### src/rtl/elapsed_time_pkg.sv
// Shared constants and helpers for the elapsed-time counter and its display fields.
package elapsed_time_pkg;

  localparam int SECONDS_PER_MIN = 60;
  localparam int SEC_FIELD_W     = 6;

  // Widest minutes value is (2^w - 1) / 60, which always fits in w-5 bits.
  function automatic int min_width(input int sec_width);
    return sec_width - 5;
  endfunction

endpackage

### src/rtl/tick_prescaler.sv
// Divides the clock by DIV into a one-cycle tick enable; phase is frozen, not lost, while i_en is low.
module tick_prescaler #(
  parameter int DIV = 10
) (
  input  logic i_clk,
  input  logic i_reset,
  input  logic i_clear,
  input  logic i_en,
  output logic o_tick_en
);

  localparam int CNT_W = (DIV > 1) ? $clog2(DIV) : 1;
  localparam logic [CNT_W-1:0] LAST = CNT_W'(DIV - 1);

  logic [CNT_W-1:0] r_cnt;
  logic             w_at_last;

  assign w_at_last = (r_cnt == LAST);
  // A tick coinciding with reset/clear is discarded.
  assign o_tick_en = i_en && w_at_last && !i_reset && !i_clear;

  always_ff @(posedge i_clk) begin
    if (i_reset || i_clear) begin
      r_cnt <= '0;
    end else if (i_en) begin
      r_cnt <= w_at_last ? '0 : r_cnt + 1'b1;
    end
  end

endmodule

### src/rtl/elapsed_time_counter.sv
// Run/pause elapsed-time counter with minutes/seconds split, lap capture, threshold pulse and overflow.
module elapsed_time_counter
  import elapsed_time_pkg::*;
#(
  parameter int CLK_HZ    = 100_000_000,
  parameter int TICK_HZ   = 1,
  parameter int SEC_WIDTH = 8,
  parameter int SATURATE  = 0
) (
  input  logic                            i_clk,
  input  logic                            i_reset,
  input  logic                            i_clear,
  input  logic                            i_run,
  input  logic                            i_lap,
  input  logic [SEC_WIDTH-1:0]            i_threshold,
  output logic [SEC_WIDTH-1:0]            o_elapsed,
  output logic [SEC_FIELD_W-1:0]          o_seconds,
  output logic [min_width(SEC_WIDTH)-1:0] o_minutes,
  output logic                            o_tick,
  output logic [SEC_WIDTH-1:0]            o_lap_value,
  output logic                            o_lap_valid,
  output logic                            o_thresh_hit,
  output logic                            o_overflow
);

  localparam int DIV   = CLK_HZ / TICK_HZ;
  localparam int MIN_W = min_width(SEC_WIDTH);
  localparam logic [SEC_WIDTH-1:0]   MAX_E    = {SEC_WIDTH{1'b1}};
  localparam logic [SEC_FIELD_W-1:0] LAST_SEC = SEC_FIELD_W'(SECONDS_PER_MIN - 1);

  if ((CLK_HZ % TICK_HZ) != 0 || DIV < 2) begin : g_bad_div
    $error("elapsed_time_counter: CLK_HZ/TICK_HZ must be an integer >= 2");
  end
  if (SEC_WIDTH < 6) begin : g_bad_width
    $error("elapsed_time_counter: SEC_WIDTH must be >= 6");
  end

  logic [SEC_WIDTH-1:0]   r_elapsed;
  logic [SEC_FIELD_W-1:0] r_seconds;
  logic [MIN_W-1:0]       r_minutes;
  logic                   r_tick;
  logic [SEC_WIDTH-1:0]   r_lap_value;
  logic                   r_lap_valid;
  logic                   r_thresh_hit;
  logic                   r_overflow;

  logic                   w_tick_en;
  logic                   w_at_max;
  logic [SEC_WIDTH-1:0]   w_next_elapsed;

  tick_prescaler #(.DIV(DIV)) u_prescaler (
    .i_clk     (i_clk),
    .i_reset   (i_reset),
    .i_clear   (i_clear),
    .i_en      (i_run),
    .o_tick_en (w_tick_en)
  );

  assign w_at_max       = (r_elapsed == MAX_E);
  assign w_next_elapsed = r_elapsed + 1'b1;

  always_ff @(posedge i_clk) begin
    if (i_reset || i_clear) begin
      r_elapsed    <= '0;
      r_seconds    <= '0;
      r_minutes    <= '0;
      r_tick       <= 1'b0;
      r_lap_value  <= '0;
      r_lap_valid  <= 1'b0;
      r_thresh_hit <= 1'b0;
      r_overflow   <= 1'b0;
    end else begin
      r_tick       <= 1'b0;
      r_thresh_hit <= 1'b0;
      r_lap_valid  <= i_lap;
      if (i_lap) begin
        r_lap_value <= r_elapsed;
      end
      if (w_tick_en) begin
        if (w_at_max) begin
          r_overflow <= 1'b1;
          // Wrapping lands on 0, which can never match an enabled threshold.
          if (SATURATE == 0) begin
            r_elapsed <= '0;
            r_seconds <= '0;
            r_minutes <= '0;
            r_tick    <= 1'b1;
          end
        end else begin
          r_elapsed    <= w_next_elapsed;
          r_tick       <= 1'b1;
          r_thresh_hit <= (i_threshold != '0) && (w_next_elapsed == i_threshold);
          if (r_seconds == LAST_SEC) begin
            r_seconds <= '0;
            r_minutes <= r_minutes + 1'b1;
          end else begin
            r_seconds <= r_seconds + 1'b1;
          end
        end
      end
    end
  end

  assign o_elapsed    = r_elapsed;
  assign o_seconds    = r_seconds;
  assign o_minutes    = r_minutes;
  assign o_tick       = r_tick;
  assign o_lap_value  = r_lap_value;
  assign o_lap_valid  = r_lap_valid;
  assign o_thresh_hit = r_thresh_hit;
  assign o_overflow   = r_overflow;

endmodule

### config.mk
export PLATFORM = sky130hd
export DESIGN_NAME = elapsed_time_counter
export DESIGN_NICKNAME = d
export VERILOG_FILES = /design/src/rtl/elapsed_time_pkg.sv /design/src/rtl/tick_prescaler.sv /design/src/rtl/elapsed_time_counter.sv
export SDC_FILE = /design/constraint.sdc
export NUM_CORES = 1
export LEC_CHECK = 0
export ABC_AREA = 1
export CAP_MARGIN = 0
export CORE_ASPECT_RATIO = 1.25
export CORE_MARGIN = 5
export CORE_UTILIZATION = 49
export CTS_CLUSTER_SIZE = 30
export DETAILED_ROUTE_END_ITERATION = 8
export PLACE_DENSITY = 0.76
export REMOVE_ABC_BUFFERS = 1
export SYNTH_ARGS = -nofsm -noshare
export SYNTH_HDL_FRONTEND = slang
export SYNTH_SLANG_ARGS = --single-unit
export TNS_END_PERCENT = 30
### constraint.sdc
create_clock -name i_clk -period 1.5 [get_ports i_clk]
set_input_delay 0.3 -clock i_clk [delete_from_list [all_inputs] [get_ports i_clk]]
set_output_delay 0.3 -clock i_clk [all_outputs]
set_load 0.02 [all_outputs]
==> metrics.txt <==
critical path peak fanout=8; setup TNS=-0.224 ns; row cnt=31; total track usage=0.205; CTS Hold Bufs=0; Crit Path Class=reg2reg; final worst slack=-0.0646 ns; Clock Skew=0.00729 ns; # port buffers=41; Final Non-Filler Cells=596; Routed Antenna Nets=0; Initial DRC Count=177; Clk Latency, worst-skew pair=0.31 ns; post-synth top area share=0.381; io pins=42; final instance area=4200 sq um; total gr overflow=0; die width=79.3 um; YS warnings=0; crit path DAT=1.82 ns; Finished Core Util=0.722; Die ar.=7670 sq um; Worst setup SP type=register; CTS sink count=56; Primary FF master, synth=dfxtp_1; DIE HEIGHT=96.6 um; Least-Margin Pin Slew=0.444 ns; Area Overhead vs Synth=42.7%; Nets=547; maxcap violations=0; failing checks=negative setup slack; CTS tree=built; clock buffer depth=2; Slew HR=0.701; leak pwr=1.79 nW; post-DP HPWL=5.78 mm; min Tclk post-route=1.56 ns; first-pass GRT wire length=12.8 mm; CP cell instances=nor2_1 > nand3_1 > nor2_1 > nand2_2 > nor2_4 > nand2_4 > nor2_4 > o21ai_0 > inv_1; routability cong.=0.904; Post-synth EDFFs=0; fillers=444; fmax=639 MHz; Seq/Total Area, Yosys=0.381; area of the core=5820 sq um; routed wire length=8.12 mm; vias in the first global route=3,043; area leader, netlist=dfxtp_1; CP required=1.75 ns; fraction of registers with async set/reset=0; Crit. End Element=register; Worst IR Drop VDD=0.411 mV; Reg area=1140 sq um; Placed Area=3790 sq um; drt pass-1 iters=6; slowest CP cell=dfxtp_4; total number of vias=3,117; placed instance count=577; Hold/Removal Path Class=reg2reg; Final Hold Fails=0; RSZ-0062 raised after global routing=yes; Distinct cells, synth=34; slowest stage delay, CP=0.37 ns; largest net degree at the start of global routing=18; Multi-input gate area=1780 sq um; DRC=0; Post-Synthesis Cells=426; crit path buf inv count=1; outcome=finished, violations left; initial antenna violation count=0; flops & latches, synth=56; CTS root buf=clkbuf_8; PwrDens=599 nW/um^2; H-tree Lvls=2; synthesized area=2940 sq um; fraction of layout cells with a size suffix above 1=0.283; n_diodes=0; Avg Cell Area, Syn=6.91 sq um; CP top delay family=simple AND/OR/NAND/NOR gates; final setup violation count=9; Initial Utilization=0.506; drt via density=5.23; WL/cell=13.6 um; Num CTS Buffers=5; fin crit share=1.04; Slew Limit Fails=0; Reg clk slew, reported paths=0.10 ns; top post-synthesis cells by area=dfxtp_1 (38%), nand2_1 (11%), nor2_1 (7.5%), inv_1 (7.0%), nand3_1 (5.8%)
[metal layers]
| layer | vias up | global-route usage | wire, um |
|---|---|---|---|
| li1 | 1567 | - | - |
| met1 | 1416 | 0.232 | 3230 |
| met2 | 102 | 0.358 | 4140 |
| met3 | 32 | 0.0372 | 380 |
| met4 | 0 | 0.106 | 369 |
| met5 | - | 0 | 0 |
[registers in the layout, summed over array words and instances (netlist names)]
signal	flops
o_seconds	6
o_tick	1
o_elapsed	8
o_thresh_hit	1
u_prescaler.r_cnt	27
o_lap_value	8
o_minutes	3
o_overflow	1
o_lap_valid	1
[cell usage in the layout, fill, tap and decap left out, types with 2 or more instances in the layout]
cell type        netlist  layout
nand2_1               88      82
buf_4                  3      55
inv_1                 55      51
nor2_1                59      50
dfxtp_1               56      44
nand3_1               34      29
dlygate4sd2_1          0      29
xor2_1                14      14
a21oi_1               17      14
o21ai_0               19      13
nand2_2                8      12
clkdlybuf4s50_1        0      11
nor2_4                 4      10
nor3_1                13      10
nand4_1               10      10
dfxtp_2                0      10
nor2_2                 5       9
o21ai_1                4       8
inv_2                  4       7
buf_6                  1       6
clkbuf_8               0       5
nand3_2                1       4
a21oi_2                1       4
nand2_4                3       3
xnor2_1                3       3
o22ai_1                5       3
nor3_2                 0       3
nand2_8                0       2
nand3_4                0       2
o22ai_2                0       2
o21ai_2                1       2
o21a_1                 2       2
nor3b_2                0       2
ha_4                   0       2
ha_1                   4       2
dfxtp_4                0       2
[through the flow]
| step | total power, mW | setup WS (ns) | hold WS (ns) |
|---|---|---|---|
| after detailed placement | 1.72 | -0.497 | 0.456 |
| after floorplan | 1.60 | -0.306 | 0.390 |
| after global routing | 2.61 | -0.185 | 0.499 |
| after CTS | 2.52 | -0.0130 | 0.481 |
| final | 2.51 | -0.0646 | 0.466 |
| after global placement | 1.71 | -0.469 | 0.460 |
[worst register-to-register path, stage by stage (launching register included)]
cell and delay (ns):
dfxtp_4 0.37, nor2_1 0.14, nand3_1 0.13, nor2_1 0.15
nand2_2 0.08, nor2_4 0.12, nand2_4 0.07, nor2_4 0.21
o21ai_0 0.15, inv_1 0.08
[power by group]
group          switching (mW)  internal (mW)  leakage, nW
registers             0.00590           1.49        0.459
logic                   0.106         0.0952         1.29
clock network           0.495          0.318       0.0400
total                   0.607           1.91         1.79
[final timing paths]
check / cells past startpoint / endpoint / start / slack (ns)
setup / recovery: 9 / o_elapsed[0] / u_prescaler.r_cnt[8] / -0.06
hold / removal: 2 / o_overflow / o_overflow / 0.47
setup reg to reg: 9 / o_elapsed[0] / u_prescaler.r_cnt[8] / -0.06
hold reg to reg: 2 / o_overflow / o_overflow / 0.47
[cell usage after synthesis (2+ instances only)]
cell and number:
nand2_1 88, nor2_1 59, dfxtp_1 56, inv_1 55, nand3_1 34, o21ai_0 19, a21oi_1 17, xor2_1 14
nor3_1 13, nand4_1 10, nand2_2 8, nor2_2 5, o22ai_1 5, ha_1 4, inv_2 4, nor2_4 4
o21ai_1 4, buf_4 3, clkbuf_1 3, nand2_4 3, xnor2_1 3, nor3b_1 2, o21a_1 2
[area by class of cell]
cell class / count / share of cell area
Clock buffer: 5 / 0.0164
Clock inverter: 2 / 0.00298
Inverter: 60 / 0.0554
Multi-Input combinational cell: 303 / 0.423
Sequential cell: 56 / 0.272
Tap cell: 66 / 0.0197
Timing Repair Buffer: 104 / 0.211
[what timing repair did]
| action | CTS | global route |
|---|---|---|
| pin swaps | 4 | 21 |
| endpoints found under the setup margin | 69 | 42 |
| buffers inserted | 1 | 10 |
| hold endpoints to repair | 0 | 0 |
| resized for setup | 46 | 69 |
| gates cloned | 1 | 0 |
[cell families (layout without fill, tap and decap cells)]
kind of cell             count (synthesis)  after routing  share of synthesized area
XOR/XNOR                                17             17                     0.0506
AND/OR/NAND/NOR                        230            231                      0.363
adder cells (fa/ha/maj)                  4              4                     0.0170
flip-flops                              56             56                      0.381
AO/OA/AOI/OAI                           51             51                     0.0948
buffers and inverters                   68            171                     0.0935
(Power assumes the default switching activity.)
